<file path="src/rtl/mips_pkg.sv">
// Shared types and constants for the MIPS core's bus bridges.
package mips_pkg;

  typedef enum logic [1:0] {
    StIdle,
    StIssue,
    StDone
  } bridge_state_e;

  localparam logic [31:0] TIMEOUT_FILL = 32'hDEAD_BEEF;
  localparam logic [3:0]  BE_WORD      = 4'hF;

endpackage

</file>
<file path="src/rtl/mips_data_bus_bridge_if.sv">
// Waitrequest-style shared memory bus between a bridge (master) and memory (slave).
interface mips_data_bus_bridge_if;

  logic [31:0] bus_address;
  logic        bus_read;
  logic        bus_write;
  logic [3:0]  bus_byteenable;
  logic [31:0] bus_writedata;
  logic [31:0] bus_readdata;
  logic        bus_waitrequest;

  modport master (
    output bus_address,
    output bus_read,
    output bus_write,
    output bus_byteenable,
    output bus_writedata,
    input  bus_readdata,
    input  bus_waitrequest
  );

  modport slave (
    input  bus_address,
    input  bus_read,
    input  bus_write,
    input  bus_byteenable,
    input  bus_writedata,
    output bus_readdata,
    output bus_waitrequest
  );

endinterface

</file>
<file path="src/rtl/mips_wait_timer.sv">
// Wait-cycle counter with synchronous clear; expired_o flags the last allowed count.
module mips_wait_timer #(
  parameter int unsigned Limit = 256,
  parameter int unsigned CntW  = 9
) (
  input  logic clk_i,
  input  logic rst_i,
  input  logic clr_i,
  input  logic en_i,
  output logic expired_o
);

  logic [CntW-1:0] cnt_q;

  always_ff @(posedge clk_i) begin
    if (rst_i || clr_i) begin
      cnt_q <= '0;
    end else if (en_i) begin
      cnt_q <= cnt_q + 1'b1;
    end
  end

  assign expired_o = (cnt_q == CntW'(Limit - 1));

endmodule

</file>
<file path="src/rtl/mips_data_bus_bridge.sv">
// Turns the core's level-style LW/SW requests into one registered waitrequest bus
// transaction, stalling the core until it completes, aborts or is rejected.
module mips_data_bus_bridge
  import mips_pkg::*;
#(
  parameter int unsigned TIMEOUT_CYCLES = 256,
  parameter int unsigned CNT_W          = 9
) (
  input  logic                          clk,
  input  logic                          reset,
  input  logic                          cpu_read,
  input  logic                          cpu_write,
  input  logic [31:0]                   cpu_addr,
  input  logic [31:0]                   cpu_wdata,
  output logic [31:0]                   cpu_rdata,
  output logic                          cpu_stall,
  mips_data_bus_bridge_if.master        bus_io,
  output logic                          err_misaligned,
  output logic                          err_timeout
);

  bridge_state_e state_q;
  logic [31:0]   addr_q, wdata_q, rdata_q;
  logic          rd_q, wr_q, err_mis_q, err_to_q;
  logic [3:0]    be_q;
  logic          req, expired;

  assign req = cpu_read | cpu_write;

  mips_wait_timer #(
    .Limit (TIMEOUT_CYCLES),
    .CntW  (CNT_W)
  ) u_wait_timer (
    .clk_i     (clk),
    .rst_i     (reset),
    .clr_i     (state_q != StIssue),
    .en_i      ((state_q == StIssue) && bus_io.bus_waitrequest),
    .expired_o (expired)
  );

  always_ff @(posedge clk) begin
    if (reset) begin
      state_q   <= StIdle;
      addr_q    <= '0;
      wdata_q   <= '0;
      rdata_q   <= '0;
      rd_q      <= 1'b0;
      wr_q      <= 1'b0;
      be_q      <= '0;
      err_mis_q <= 1'b0;
      err_to_q  <= 1'b0;
    end else begin
      case (state_q)
        StIdle: begin
          if (req) begin
            if (cpu_addr[1:0] != 2'b00) begin
              err_mis_q <= 1'b1;
              rdata_q   <= '0;
              state_q   <= StDone;
            end else begin
              // Write wins when both strobes are high.
              addr_q  <= cpu_addr;
              wdata_q <= cpu_write ? cpu_wdata : '0;
              wr_q    <= cpu_write;
              rd_q    <= ~cpu_write;
              be_q    <= BE_WORD;
              state_q <= StIssue;
            end
          end
        end
        StIssue: begin
          if (!bus_io.bus_waitrequest) begin
            rdata_q <= rd_q ? bus_io.bus_readdata : '0;
            rd_q    <= 1'b0;
            wr_q    <= 1'b0;
            be_q    <= '0;
            state_q <= StDone;
          end else if (expired) begin
            rdata_q  <= TIMEOUT_FILL;
            err_to_q <= 1'b1;
            rd_q     <= 1'b0;
            wr_q     <= 1'b0;
            be_q     <= '0;
            state_q  <= StDone;
          end
        end
        StDone:  state_q <= StIdle;
        default: state_q <= StIdle;
      endcase
    end
  end

  assign cpu_stall = ((state_q == StIdle) && req) || (state_q == StIssue);
  assign cpu_rdata = rdata_q;

  assign bus_io.bus_address    = addr_q;
  assign bus_io.bus_read       = rd_q;
  assign bus_io.bus_write      = wr_q;
  assign bus_io.bus_byteenable = be_q;
  assign bus_io.bus_writedata  = wdata_q;

  assign err_misaligned = err_mis_q;
  assign err_timeout    = err_to_q;

endmodule

</file>
<file path="src/flat_wrapper.sv">
// flat-port wrapper written by rule: the top's interface ports become plain ports
module mips_data_bus_bridge_flat import mips_pkg::*;
#(
  parameter int unsigned TIMEOUT_CYCLES = 256,
  parameter int unsigned CNT_W          = 9
)
  (clk, reset, cpu_read, cpu_write, cpu_addr, cpu_wdata, cpu_rdata, cpu_stall, err_misaligned, err_timeout, bus_io_bus_address, bus_io_bus_read, bus_io_bus_write, bus_io_bus_byteenable, bus_io_bus_writedata, bus_io_bus_readdata, bus_io_bus_waitrequest);
  mips_data_bus_bridge_if bus_io_i ();
  input  logic clk;
  input  logic reset;
  input  logic cpu_read;
  input  logic cpu_write;
  input  logic [31:0] cpu_addr;
  input  logic [31:0] cpu_wdata;
  output logic [31:0] cpu_rdata;
  output logic cpu_stall;
  output logic err_misaligned;
  output logic err_timeout;
  output wire logic [$bits(bus_io_i.bus_address)-1:0] bus_io_bus_address;
  output wire logic [$bits(bus_io_i.bus_read)-1:0] bus_io_bus_read;
  output wire logic [$bits(bus_io_i.bus_write)-1:0] bus_io_bus_write;
  output wire logic [$bits(bus_io_i.bus_byteenable)-1:0] bus_io_bus_byteenable;
  output wire logic [$bits(bus_io_i.bus_writedata)-1:0] bus_io_bus_writedata;
  input wire logic [$bits(bus_io_i.bus_readdata)-1:0] bus_io_bus_readdata;
  input wire logic [$bits(bus_io_i.bus_waitrequest)-1:0] bus_io_bus_waitrequest;
  assign bus_io_bus_address = bus_io_i.bus_address;
  assign bus_io_bus_read = bus_io_i.bus_read;
  assign bus_io_bus_write = bus_io_i.bus_write;
  assign bus_io_bus_byteenable = bus_io_i.bus_byteenable;
  assign bus_io_bus_writedata = bus_io_i.bus_writedata;
  assign bus_io_i.bus_readdata = bus_io_bus_readdata;
  assign bus_io_i.bus_waitrequest = bus_io_bus_waitrequest;
  mips_data_bus_bridge #(.TIMEOUT_CYCLES(TIMEOUT_CYCLES), .CNT_W(CNT_W)) u_core (.clk(clk), .reset(reset), .cpu_read(cpu_read), .cpu_write(cpu_write), .cpu_addr(cpu_addr), .cpu_wdata(cpu_wdata), .cpu_rdata(cpu_rdata), .cpu_stall(cpu_stall), .bus_io(bus_io_i), .err_misaligned(err_misaligned), .err_timeout(err_timeout));
endmodule
</file>
<file path="config.mk">
export PLATFORM = sky130hd
export DESIGN_NAME = mips_data_bus_bridge_flat
export DESIGN_NICKNAME = d
export VERILOG_FILES = /design/src/rtl/mips_pkg.sv /design/src/rtl/mips_data_bus_bridge_if.sv /design/src/rtl/mips_wait_timer.sv /design/src/rtl/mips_data_bus_bridge.sv /design/src/flat_wrapper.sv
export SDC_FILE = /design/constraint.sdc
export NUM_CORES = 1
export LEC_CHECK = 0
export ABC_CLOCK_PERIOD_IN_PS = 2550
export BUFFER_PORTS_ARGS = -buffer_cell sky130_fd_sc_hd__buf_2
export CELL_PAD_IN_SITES_DETAIL_PLACEMENT = 1
export CELL_PAD_IN_SITES_GLOBAL_PLACEMENT = 2
export CORE_MARGIN = 2
export CORE_UTILIZATION = 25
export DETAILED_ROUTE_END_ITERATION = 10
export GPL_TIMING_DRIVEN = 0
export HOLD_SLACK_MARGIN = 0.02
export PLACE_DENSITY_LB_ADDON = 0.1
export SYNTH_ARGS = -nofsm -noshare
export SYNTH_HDL_FRONTEND = slang
export SYNTH_SLANG_ARGS = --single-unit
</file>
<file path="constraint.sdc">
create_clock -name clk -period 2.55 [get_ports clk]
set_input_delay 0.3825 -clock clk [delete_from_list [all_inputs] [get_ports clk]]
set_output_delay 0.3825 -clock clk [all_outputs]
set_load 0.1 [all_outputs]
</file>
==> metrics.md <==
| Metric | Value |
|---|---|
| Ys flop type | dfxtp_1 |
| CTS HTree Levels | 3 |
| Final ANT Viol Nets | 0 |
| Io pins | 206 |
| CTS max path bufs | 2 |
| Max-cap violations | 0 |
| Pwr dens | 742 nW/µm² |
| Reg clk slew, reported paths | 0.08 ns |
| Worst Path Required | 2.83 ns |
| Max-slew violation count | 0 |
| Root buffer cell | clkbuf_16 |
| Area leader, netlist | dfxtp_1 |
| Layout cells sized above 1 | 0.351 |
| Area Growth Syn to Fin | 40.2% |
| Finished Cell Area | 5740 µm² |
| Sequential fraction of the synthesis area | 0.548 |
| Drt first pass iters | 4 |
| Synth top cells by count | dfxtp_1 (112), nand2_1 (74), a21oi_1 (70) |
| CP startpoint kind | flop |
| Post-Syn Area per Cell | 8.75 µm² |
| Routed len/inst | 15.6 µm |
| Hpwl dp | 10.7 mm |
| Tcrit/Tclk final | 0.942 |
| Fillcell total | 1990 |
| Top cell type's share of synthesized area | 0.548 |
| Global-route wire length before repair | 22.3 mm |
| Number of synthesized register bits | 112 |
| Routed WL | 14.1 mm |
| Rows | 46 |
| Clock skew | 0.0120 ns |
| Final setup violating endpoints | 0 |
| Initial antenna violation count | 1 |
| DRC viols | 0 |
| Critical-path cell list | ha_4 > nand2_1 > nor3_2 > ha_2 > and3b_2 > or4_4 > buf_6 > or3_1 > a21oi_1 |
| Critical Path End Type | flop |
| Worst vdd ir | 0.312 mV |
| GPL Wtd Cong | 0.743 |
| Placed instance area | 5380 µm² |
| Clk_lat worst skew | 0.36 ns |
| Area of the core | 15900 µm² |
| Largest net degree at the start of global routing | 19 |
| Status | completed |
| Cell Area, Synth | 4090 µm² |
| Cells taking the most area after synthesis | dfxtp_1 (55%), a21oi_1 (8.6%), nand2_1 (6.8%), a22oi_1 (5.9%), nor2_1 (5.5%) |
| Peak Freq | 0.416 GHz |
| Overall routing resource usage | 0.161 |
| Final Power | 4.26 mW |
| Slowest-stage cell, CP | or4_4 |
| Die area | 17400 µm² |
| Cells after synthesis | 468 |
| Post-CTS Hold Fix Bufs | 0 |
| Post-route setup TNS | 0 ns |
| Chip width | 132 µm |
| Vias in the first global route | 4242 |
| Count leader, synth | dfxtp_1 |
| Die span in y | 132 µm |
| Worst path arrival time | 2.68 ns |
| Initial DRC count | 134 |
| Post-synth EDFFs | 0 |
| Tmin final | 2.40 ns |
| Total gr overflow | 0 |
| Async S/R FF share, synth | 0 |
| Ant. Diodes | 0 |
| CTS tree | yes |
| Distinct cells, synth | 36 |
| Leak Pwr | 2.58 nW |
| Synthesis Warnings | 0 |
| Syn nets | 571 |
| Hold Crit Class | in2reg |
| Relative slew slack | 0.339 |
| Largest stage delay on the critical path | 0.46 ns |
| Final Hold Fails | 0 |
| Worst setup path class | reg2reg |
| TritonCTS Buffers | 9 |
| # clock sinks | 112 |
| I/O Buffers | 204 |
| Tightest Pin Transition | 0.989 ns |
| Final nets | 787 |
| Vias after detailed routing | 4131 |
| Initial Utilization | 0.257 |
| Vias per cell | 4.56 |
| Critical-path maximum fanout | 10 |
-- flip-flops by register name, summed over array words and instances, names as in the netlist --
register and count:
u_core.bus_io.bus_address 32, u_core.bus_io.bus_writedata 32, u_core.cpu_rdata 32, u_core.u_wait_timer.cnt_q 9, u_core.state_q 2, u_core.bus_io.bus_byteenable 1
u_core.bus_io.bus_read 1, u_core.bus_io.bus_write 1, u_core.err_misaligned 1, u_core.err_timeout 1
-- metrics by stage --
stage          instances   util  worst slack [ns]  hold WS, ns
2_1_floorplan        468      -             0.289        0.471
5_1_grt              905  0.360          -0.00595        0.235
3_3_place_gp         888  0.338            -0.264        0.433
3_5_place_dp         888  0.338            -0.305        0.440
6_report             905  0.360             0.148        0.236
4_1_cts              904  0.357            0.0206        0.219
-- path summary, 6_finish.rpt --
| path | startpoint | depth (start not counted) | end | slack [ns] |
|---|---|---|---|---|
| worst min register to register | u_core.err_misaligned$_SDFFE_PP0P_ | 2 | u_core.err_misaligned$_SDFFE_PP0P_ | 0.45 |
| worst max register to register | u_core.u_wait_timer.cnt_q[0]$_SDFFE_PP0N_ | 9 | u_core.cpu_rdata[16]$_SDFFE_PP0P_ | 0.15 |
| worst max-delay path | u_core.u_wait_timer.cnt_q[0]$_SDFFE_PP0N_ | 9 | u_core.cpu_rdata[16]$_SDFFE_PP0P_ | 0.15 |
| worst min-delay path | bus_io_bus_readdata[8] | 2 | u_core.cpu_rdata[8]$_SDFFE_PP0P_ | 0.24 |
-- worst max-delay path: cells and delay by family, from the launching register on --
family          cells  cell delay, ns
simple gates        5            1.27
buf+inv             1            0.16
flops               1            0.37
fa+ha+maj           2            0.38
compound gates      1            0.14
-- cells in the final DEF (no fill, tap or decap), types with 3 or more instances in the layout --
| cell | n |
|---|---|
| nand2_1 | 74 |
| inv_1 | 3 |
| clkbuf_16 | 9 |
| dfxtp_2 | 3 |
| o22a_1 | 13 |
| buf_4 | 4 |
| dfxtp_1 | 109 |
| clkbuf_1 | 31 |
| nor3_1 | 4 |
| nor2_1 | 60 |
| a21oi_1 | 69 |
| a22oi_1 | 32 |
| a22o_1 | 8 |
| o21ai_0 | 6 |
| xnor2_1 | 4 |
| or3_1 | 13 |
| clkinv_2 | 3 |
| buf_2 | 209 |
| nand3_1 | 3 |
-- power breakdown --
part,switching [mW],total (mW),internal (mW)
Sequential,0.0389,1.86,1.82
Clock,0.677,1.44,0.764
Combinational,0.762,0.960,0.198
Total,1.48,4.26,2.78
-- metal layers --
metal	share of wire	global-route usage	vias to the layer above	wire (µm)
li1	-	-	2049	-
met1	0.45	0.198	1924	6350
met2	0.46	0.261	134	6550
met3	0.059	0.0500	24	837
met4	0.027	0.0713	0	378
met5	0	0	-	0
-- layout make-up --
cell class / instances / area, µm² / area share
well taps: 216 / 270 / 0.0471
clock inverters: 7 / 70.1 / 0.0122
clock buffers: 9 / 225 / 0.0393
multi-input cells: 313 / 1710 / 0.298
repair buffers: 205 / 1030 / 0.179
flip-flops and latches: 112 / 2250 / 0.391
inverters: 3 / 11.3 / 0.00196
plain buffers: 40 / 175 / 0.0305
-- kinds of logic (layout without fill, tap and decap cells) --
family                   Yosys count  after routing  synth area share
AO/OA/AOI/OAI                    134            134             0.205
multiplexers                       1              1           0.00245
adder cells (fa/ha/maj)            2              2           0.00611
XOR/XNOR                           5              5            0.0107
AND/OR/NAND/NOR                  171            171             0.184
buffers and inverters             43            264            0.0440
flip-flops                       112            112             0.548
-- timing repair --
| action | CTS | global route |
|---|---|---|
| buffers inserted | 0 | 1 |
| cloned | 0 | 0 |
| pin swaps | 0 | 2 |
| endpoints found under the hold margin | 0 | 0 |
| endpoints found under the setup margin | 29 | 28 |
| gates resized for setup | 5 | 9 |
Note: power is estimated with default switching activity, not from simulation.
